**config.mk**
```make
export PLATFORM = sky130hd
export DESIGN_NAME = car_detector_flat
export DESIGN_NICKNAME = d
export VERILOG_FILES = /design/src/rtl/traffic_pkg.sv /design/src/rtl/car_detector_if.sv /design/src/rtl/loop_debounce.sv /design/src/rtl/car_detector.sv /design/src/flat_wrapper.sv
export SDC_FILE = /design/constraint.sdc
export NUM_CORES = 1
export LEC_CHECK = 0
export ABC_AREA = 1
export CELL_PAD_IN_SITES_DETAIL_PLACEMENT = 1
export CELL_PAD_IN_SITES_GLOBAL_PLACEMENT = 2
export CORE_MARGIN = 2
export CORE_UTILIZATION = 30
export CTS_BUF_LIST = sky130_fd_sc_hd__clkbuf_16
export CTS_CLUSTER_DIAMETER = 40
export DETAILED_ROUTE_END_ITERATION = 16
export PLACE_DENSITY = 0.85
export REMOVE_ABC_BUFFERS = 1
export SYNTH_ARGS = -nofsm -noshare
export SYNTH_HDL_FRONTEND = slang
export SYNTH_SLANG_ARGS = --single-unit
```
**constraint.sdc**
```tcl
create_clock -name clk -period 1.45 [get_ports clk]
set_input_delay 0.145 -clock clk [delete_from_list [all_inputs] [get_ports clk]]
set_output_delay 0.145 -clock clk [all_outputs]
set_load 0.03 [all_outputs]
```
**src/rtl/traffic_pkg.sv**
```systemverilog
// Shared definitions for the intersection controller: lamp bit positions,
// the legal lamp patterns and the lamp legality check.
package traffic_pkg;

  localparam int EW_RED = 5;
  localparam int EW_YEL = 4;
  localparam int EW_GRN = 3;
  localparam int NS_RED = 2;
  localparam int NS_YEL = 1;
  localparam int NS_GRN = 0;

  localparam logic [5:0] LAMP_NS_GRN = 6'b100001;
  localparam logic [5:0] LAMP_NS_YEL = 6'b100010;
  localparam logic [5:0] LAMP_ALL_RED = 6'b100100;
  localparam logic [5:0] LAMP_EW_GRN = 6'b001100;
  localparam logic [5:0] LAMP_EW_YEL = 6'b010100;

  // A yellow is only safe while the crossing road shows red.
  function automatic logic lamp_illegal(input logic [5:0] l);
    logic bad;
    bad = ($countones(l[EW_RED:EW_GRN]) != 1) ||
          ($countones(l[NS_RED:NS_GRN]) != 1) ||
          (l[EW_GRN] && l[NS_GRN]) ||
          (l[EW_YEL] && !l[NS_RED]) ||
          (l[NS_YEL] && !l[EW_RED]);
    return bad;
  endfunction

endpackage

```
**src/rtl/car_detector_if.sv**
```systemverilog
// Loop-sensor / lamp / request bundle between the controller side and the detector.
interface car_detector_if;
  logic       ns_loop;
  logic       ew_loop;
  logic [5:0] lights;
  logic       nscar;
  logic       ewcar;
  logic       ns_present;
  logic       ew_present;
  logic       lamp_fault;

  modport master (
    output ns_loop, ew_loop, lights,
    input  nscar, ewcar, ns_present, ew_present, lamp_fault
  );

  modport slave (
    input  ns_loop, ew_loop, lights,
    output nscar, ewcar, ns_present, ew_present, lamp_fault
  );
endinterface

```
**src/rtl/loop_debounce.sv**
```systemverilog
// One induction loop: two-flop synchronizer followed by a stable-count debounce.
module loop_debounce #(
    parameter int DEBOUNCE = 4
) (
    input  logic clk,
    input  logic clr_n,
    input  logic raw,
    output logic present
);

    localparam logic [7:0] DEB_LIM = 8'(DEBOUNCE);

    logic       s1, s2;
    logic [7:0] cnt;

    always_ff @(posedge clk or negedge clr_n) begin
        if (!clr_n) begin
            s1 <= 1'b0;
            s2 <= 1'b0;
        end else begin
            s1 <= raw;
            s2 <= s1;
        end
    end

    // Counter tracks consecutive disagreeing samples; any agreement restarts it.
    always_ff @(posedge clk or negedge clr_n) begin
        if (!clr_n) begin
            cnt     <= 8'd0;
            present <= 1'b0;
        end else if (s2 == present) begin
            cnt <= 8'd0;
        end else if (cnt + 8'd1 == DEB_LIM) begin
            cnt     <= 8'd0;
            present <= ~present;
        end else begin
            cnt <= cnt + 8'd1;
        end
    end

endmodule

```
**src/rtl/car_detector.sv**
```systemverilog
// Vehicle-presence front end: debounced loops, per-road request latches
// cleared by that road's green, and a sticky illegal-lamp detector.
module car_detector
    import traffic_pkg::*;
#(
    parameter int DEBOUNCE = 4
) (
    input  logic           clk,
    input  logic           clr_n,
    car_detector_if.slave  bus
);

    logic ns_pres, ew_pres;
    logic nscar_q, ewcar_q, fault_q;

    loop_debounce #(.DEBOUNCE(DEBOUNCE)) u_ns (
        .clk     (clk),
        .clr_n   (clr_n),
        .raw     (bus.ns_loop),
        .present (ns_pres)
    );

    loop_debounce #(.DEBOUNCE(DEBOUNCE)) u_ew (
        .clk     (clk),
        .clr_n   (clr_n),
        .raw     (bus.ew_loop),
        .present (ew_pres)
    );

    // Green clears the latch and wins over a simultaneous set.
    always_ff @(posedge clk or negedge clr_n) begin
        if (!clr_n) begin
            nscar_q <= 1'b0;
            ewcar_q <= 1'b0;
            fault_q <= 1'b0;
        end else begin
            nscar_q <= !bus.lights[NS_GRN] && (nscar_q || ns_pres);
            ewcar_q <= !bus.lights[EW_GRN] && (ewcar_q || ew_pres);
            fault_q <= fault_q || lamp_illegal(bus.lights);
        end
    end

    assign bus.nscar      = nscar_q;
    assign bus.ewcar      = ewcar_q;
    assign bus.ns_present = ns_pres;
    assign bus.ew_present = ew_pres;
    assign bus.lamp_fault = fault_q;

endmodule

```
**src/flat_wrapper.sv**
```systemverilog
// flat-port wrapper written by rule: the top's interface ports become plain ports
module car_detector_flat import traffic_pkg::*;
#(
    parameter int DEBOUNCE = 4
)
  (clk, clr_n, bus_ns_loop, bus_ew_loop, bus_lights, bus_nscar, bus_ewcar, bus_ns_present, bus_ew_present, bus_lamp_fault);
  car_detector_if bus_i ();
  input  logic clk;
  input  logic clr_n;
  input wire logic [$bits(bus_i.ns_loop)-1:0] bus_ns_loop;
  input wire logic [$bits(bus_i.ew_loop)-1:0] bus_ew_loop;
  input wire logic [$bits(bus_i.lights)-1:0] bus_lights;
  output wire logic [$bits(bus_i.nscar)-1:0] bus_nscar;
  output wire logic [$bits(bus_i.ewcar)-1:0] bus_ewcar;
  output wire logic [$bits(bus_i.ns_present)-1:0] bus_ns_present;
  output wire logic [$bits(bus_i.ew_present)-1:0] bus_ew_present;
  output wire logic [$bits(bus_i.lamp_fault)-1:0] bus_lamp_fault;
  assign bus_i.ns_loop = bus_ns_loop;
  assign bus_i.ew_loop = bus_ew_loop;
  assign bus_i.lights = bus_lights;
  assign bus_nscar = bus_i.nscar;
  assign bus_ewcar = bus_i.ewcar;
  assign bus_ns_present = bus_i.ns_present;
  assign bus_ew_present = bus_i.ew_present;
  assign bus_lamp_fault = bus_i.lamp_fault;
  car_detector #(.DEBOUNCE(DEBOUNCE)) u_core (.clk(clk), .clr_n(clr_n), .bus(bus_i));
endmodule
```
==> results.cfg <==
[run_status]
status = finished, violations left
violations = setup timing

[logic_synthesis]
yosysMostFrequentCell = nand2_1
ys_top_cells_by_count = 31 x nand2_1, 25 x dfrtp_1, 21 x nor2_1, 20 x inv_1
async_flop_share_pct = 100
yosysTopAreaCell = dfrtp_1
syn_inst = 156
netlist.area_leader.share_pct = 46.2
ys.flop_type = dfrtp_1
synth_seq_cells = 25
synth-edff-count = 0
syn_area_per_cell_um2 = 8.68
syn_area_um2 = 1350
yosysSeqAreaShare_pct = 46.2
synth_cell_types = 27
yosys_warnings = 0
synth_area_leaders = dfrtp_1 46%, nand2_1 8.6%, ha_1 8.3%

[sta]
finalSetupViolCount = 1
grt_setup_unrepaired = true
fmax_mhz = 687
hold_violations = 0
min_period_ns = 1.45
timing.final.ws_setup_ns = -0.00465
tightest_slew_ns = 0.327
hold_slack_ns = 0.246
fin_worst_skew_ns = 0.00239
relSlewSlack_pct = 78.3
finalCritPeriodShare_pct = 100
maxSlewViolCount = 0

[layout]
fillers = 493
antenna_cells = 0
fin_nets = 212
syn_to_final_growth_pct = 38.0
multi_input_area_um2 = 753
drive_above_1_share_pct = 28.9
final_cell_area_um2 = 1870
seq_area_um2 = 627
final_util_pct = 42.9

[setup_path]
crit_buf_inv = 5
critical_path.top_delay_family = buffers and inverters
worst_path_largest_cell_delay_ns = 0.43
worstPathRequired_ns = 1.60
cp_cell_sequence = ha_4 -> inv_2 -> nand2_2 -> buf_4 -> buf_4 -> buf_4 -> buf_4 -> nand3_1 -> a21oi_2
startpoint_type = flop
cp_slowest_cell = dfrtp_1
crit_arrival_ns = 1.61
r2r_cells = 9
setup.worst_path.end_class = flop
cp_max_fo = 4
path_depth = 9
worst-setup-path-type = flop to flop
crit_top_cell = buf_4

[routing]
final_antenna_net_count = 0
wire_per_inst_um = 14.2
drt_iter0_drc = 15
dr.pass1.iters = 4
remaining_drc_errors = 0
vias = 1166
routed_wl_um = 3430
vias_per_cell = 4.82

[job]
maxCapViolCount = 0

[floorplan]
start_util_pct = 31.1
die_h_um = 71.2
io_pins = 15
die_area_um2 = 5070
core_area_um2 = 4350
rows = 24
dieWidth_um = 71.2

[pwr]
netSwitchingPower_uw = 797
p_leak_nw = 0.920
irDropWorstVdd_mv = 0.563
combPwrFrac_pct = 33.2
power_density_nw_per_um2 = 1240
p_int_mw = 1.52
p_seq_share_pct = 40.6
power.share.switching_pct = 34.3
p_clk_share_pct = 26.2

[clock_network]
clk_pin_slew_ns = 0.06
root_buffer = clkbuf_16
cts_buffer_depth = 2
worstSkewPairLatency_ns = 0.26
cts-buffers-inserted = 3
h-tree-depth = 1
cts_tree = yes
clock-sinks = 25

[place]
place_worst_setup_slack_ns = -0.428
io_buffers = 14
place_congestion = 0.785
placed_area_um2 = 1610
hpwlAfterDp_um = 2440

[worst_hold_path]
worstHoldPathType = input port to async pin

[global_route]
grt_pass1_vias = 1261
grt_max_degree = 26
grtUsageTotal_pct = 14.7
grt_pass1_wl_um = 5800
antenna_found_initial = 0
overflow = 0
==> power by group through the flow <==
stage          logic, mW  registers [mW]  clock network (mW)
2_1_floorplan      0.276           0.970                   0
6_report           0.771           0.941               0.608
4_1_cts            0.721           0.913               0.616
3_3_place_gp       0.579           0.893                   0
3_5_place_dp       0.613           0.909                   0
5_1_grt            0.858           0.956               0.659
==> cells by family (layout without fill, tap and decap cells) <==
group	after synthesis	after routing	synth area share, %
fa+ha+maj	11	11	11.3
compound gates	15	15	6.01
buf+inv	21	55	5.82
xor+xnor	2	2	1.29
flops	25	25	46.2
simple gates	82	82	29.4
==> per-layer routing <==
layer	share of wire (%)	GRT usage [%]
met1	40	17.6
met3	3.2	2.85
met2	55	26.0
met4	2.2	5.24
met5	0	0
==> path summary, 6_finish.rpt <==
| path | startpoint | to | slack (ns) |
|---|---|---|---|
| max reg2reg | u_core.u_ew.cnt[0] | u_core.u_ew.cnt[2] | -0.005 |
| min | clr_n | u_core.u_ew.cnt[4] | 0.25 |
| min in group clk | bus_lights[0] | u_core.bus.nscar | 0.25 |
| max in group asynchronous | clr_n | u_core.u_ns.cnt[2] | 0.93 |
| min reg2reg | u_core.u_ns.s1 | u_core.u_ns.s2 | 0.36 |
| max | u_core.u_ew.cnt[0] | u_core.u_ew.cnt[2] | -0.005 |
==> cells in the final DEF, fill, tap and decap left out, drive strengths merged <==
cell type       n
o21bai          1
a21oi           9
fa              2
dlygate4sd2     5
xor2            2
nand3          11
o21ai           4
dfrtp          25
nand2          35
nand4           2
buf            16
inv            22
nor4            1
ha              9
clkdlybuf4s50   6
dlymetal6s2s    3
nand3b          2
or2             3
nor3b           1
clkbuf          3
nor2           25
o2111ai         1
nor3            2
==> sequential cells by signal, indices dropped and copies added (netlist names) <==
signal,flops
u_core.u_ns.present,1
u_core.u_ew.s2,1
u_core.u_ns.s1,1
u_core.bus.ewcar,1
u_core.u_ns.cnt,8
u_core.u_ns.s2,1
u_core.u_ew.present,1
u_core.bus.nscar,1
u_core.u_ew.s1,1
u_core.bus.lamp_fault,1
u_core.u_ew.cnt,8
==> per-stage QoR <==
| stage | power [mW] | TNS, ns | std cells |
|---|---|---|---|
| floorplan | 1.25 | 0 | 156 |
| global placement | 1.47 | -0.336 | 229 |
| detailed placement | 1.52 | -0.506 | 229 |
| CTS | 2.25 | -0.0381 | 237 |
| global route | 2.47 | -0.284 | 242 |
| finish | 2.32 | -0.00465 | 242 |
==> layout make-up <==
cell class	count	share of cell area, %
timing repair buffer	30	14.2
clock inverter	1	0.201
multi-input combinational	110	40.3
sequential	25	33.6
clock buffer	3	4.02
inverter	21	4.22
tap	52	3.48
==> what timing repair did <==
| action | 4_1_cts | 5_1_grt |
|---|---|---|
| pin swaps | 8 | 17 |
| hold endpoints to repair | 0 | 0 |
| gates cloned | 0 | 0 |
| gates resized for setup | 16 | 23 |
| setup endpoints to repair | 10 | 10 |
| hold buffers | 0 | 0 |
| buffers inserted | 4 | 5 |
Power figures use the tool's default switching activity.
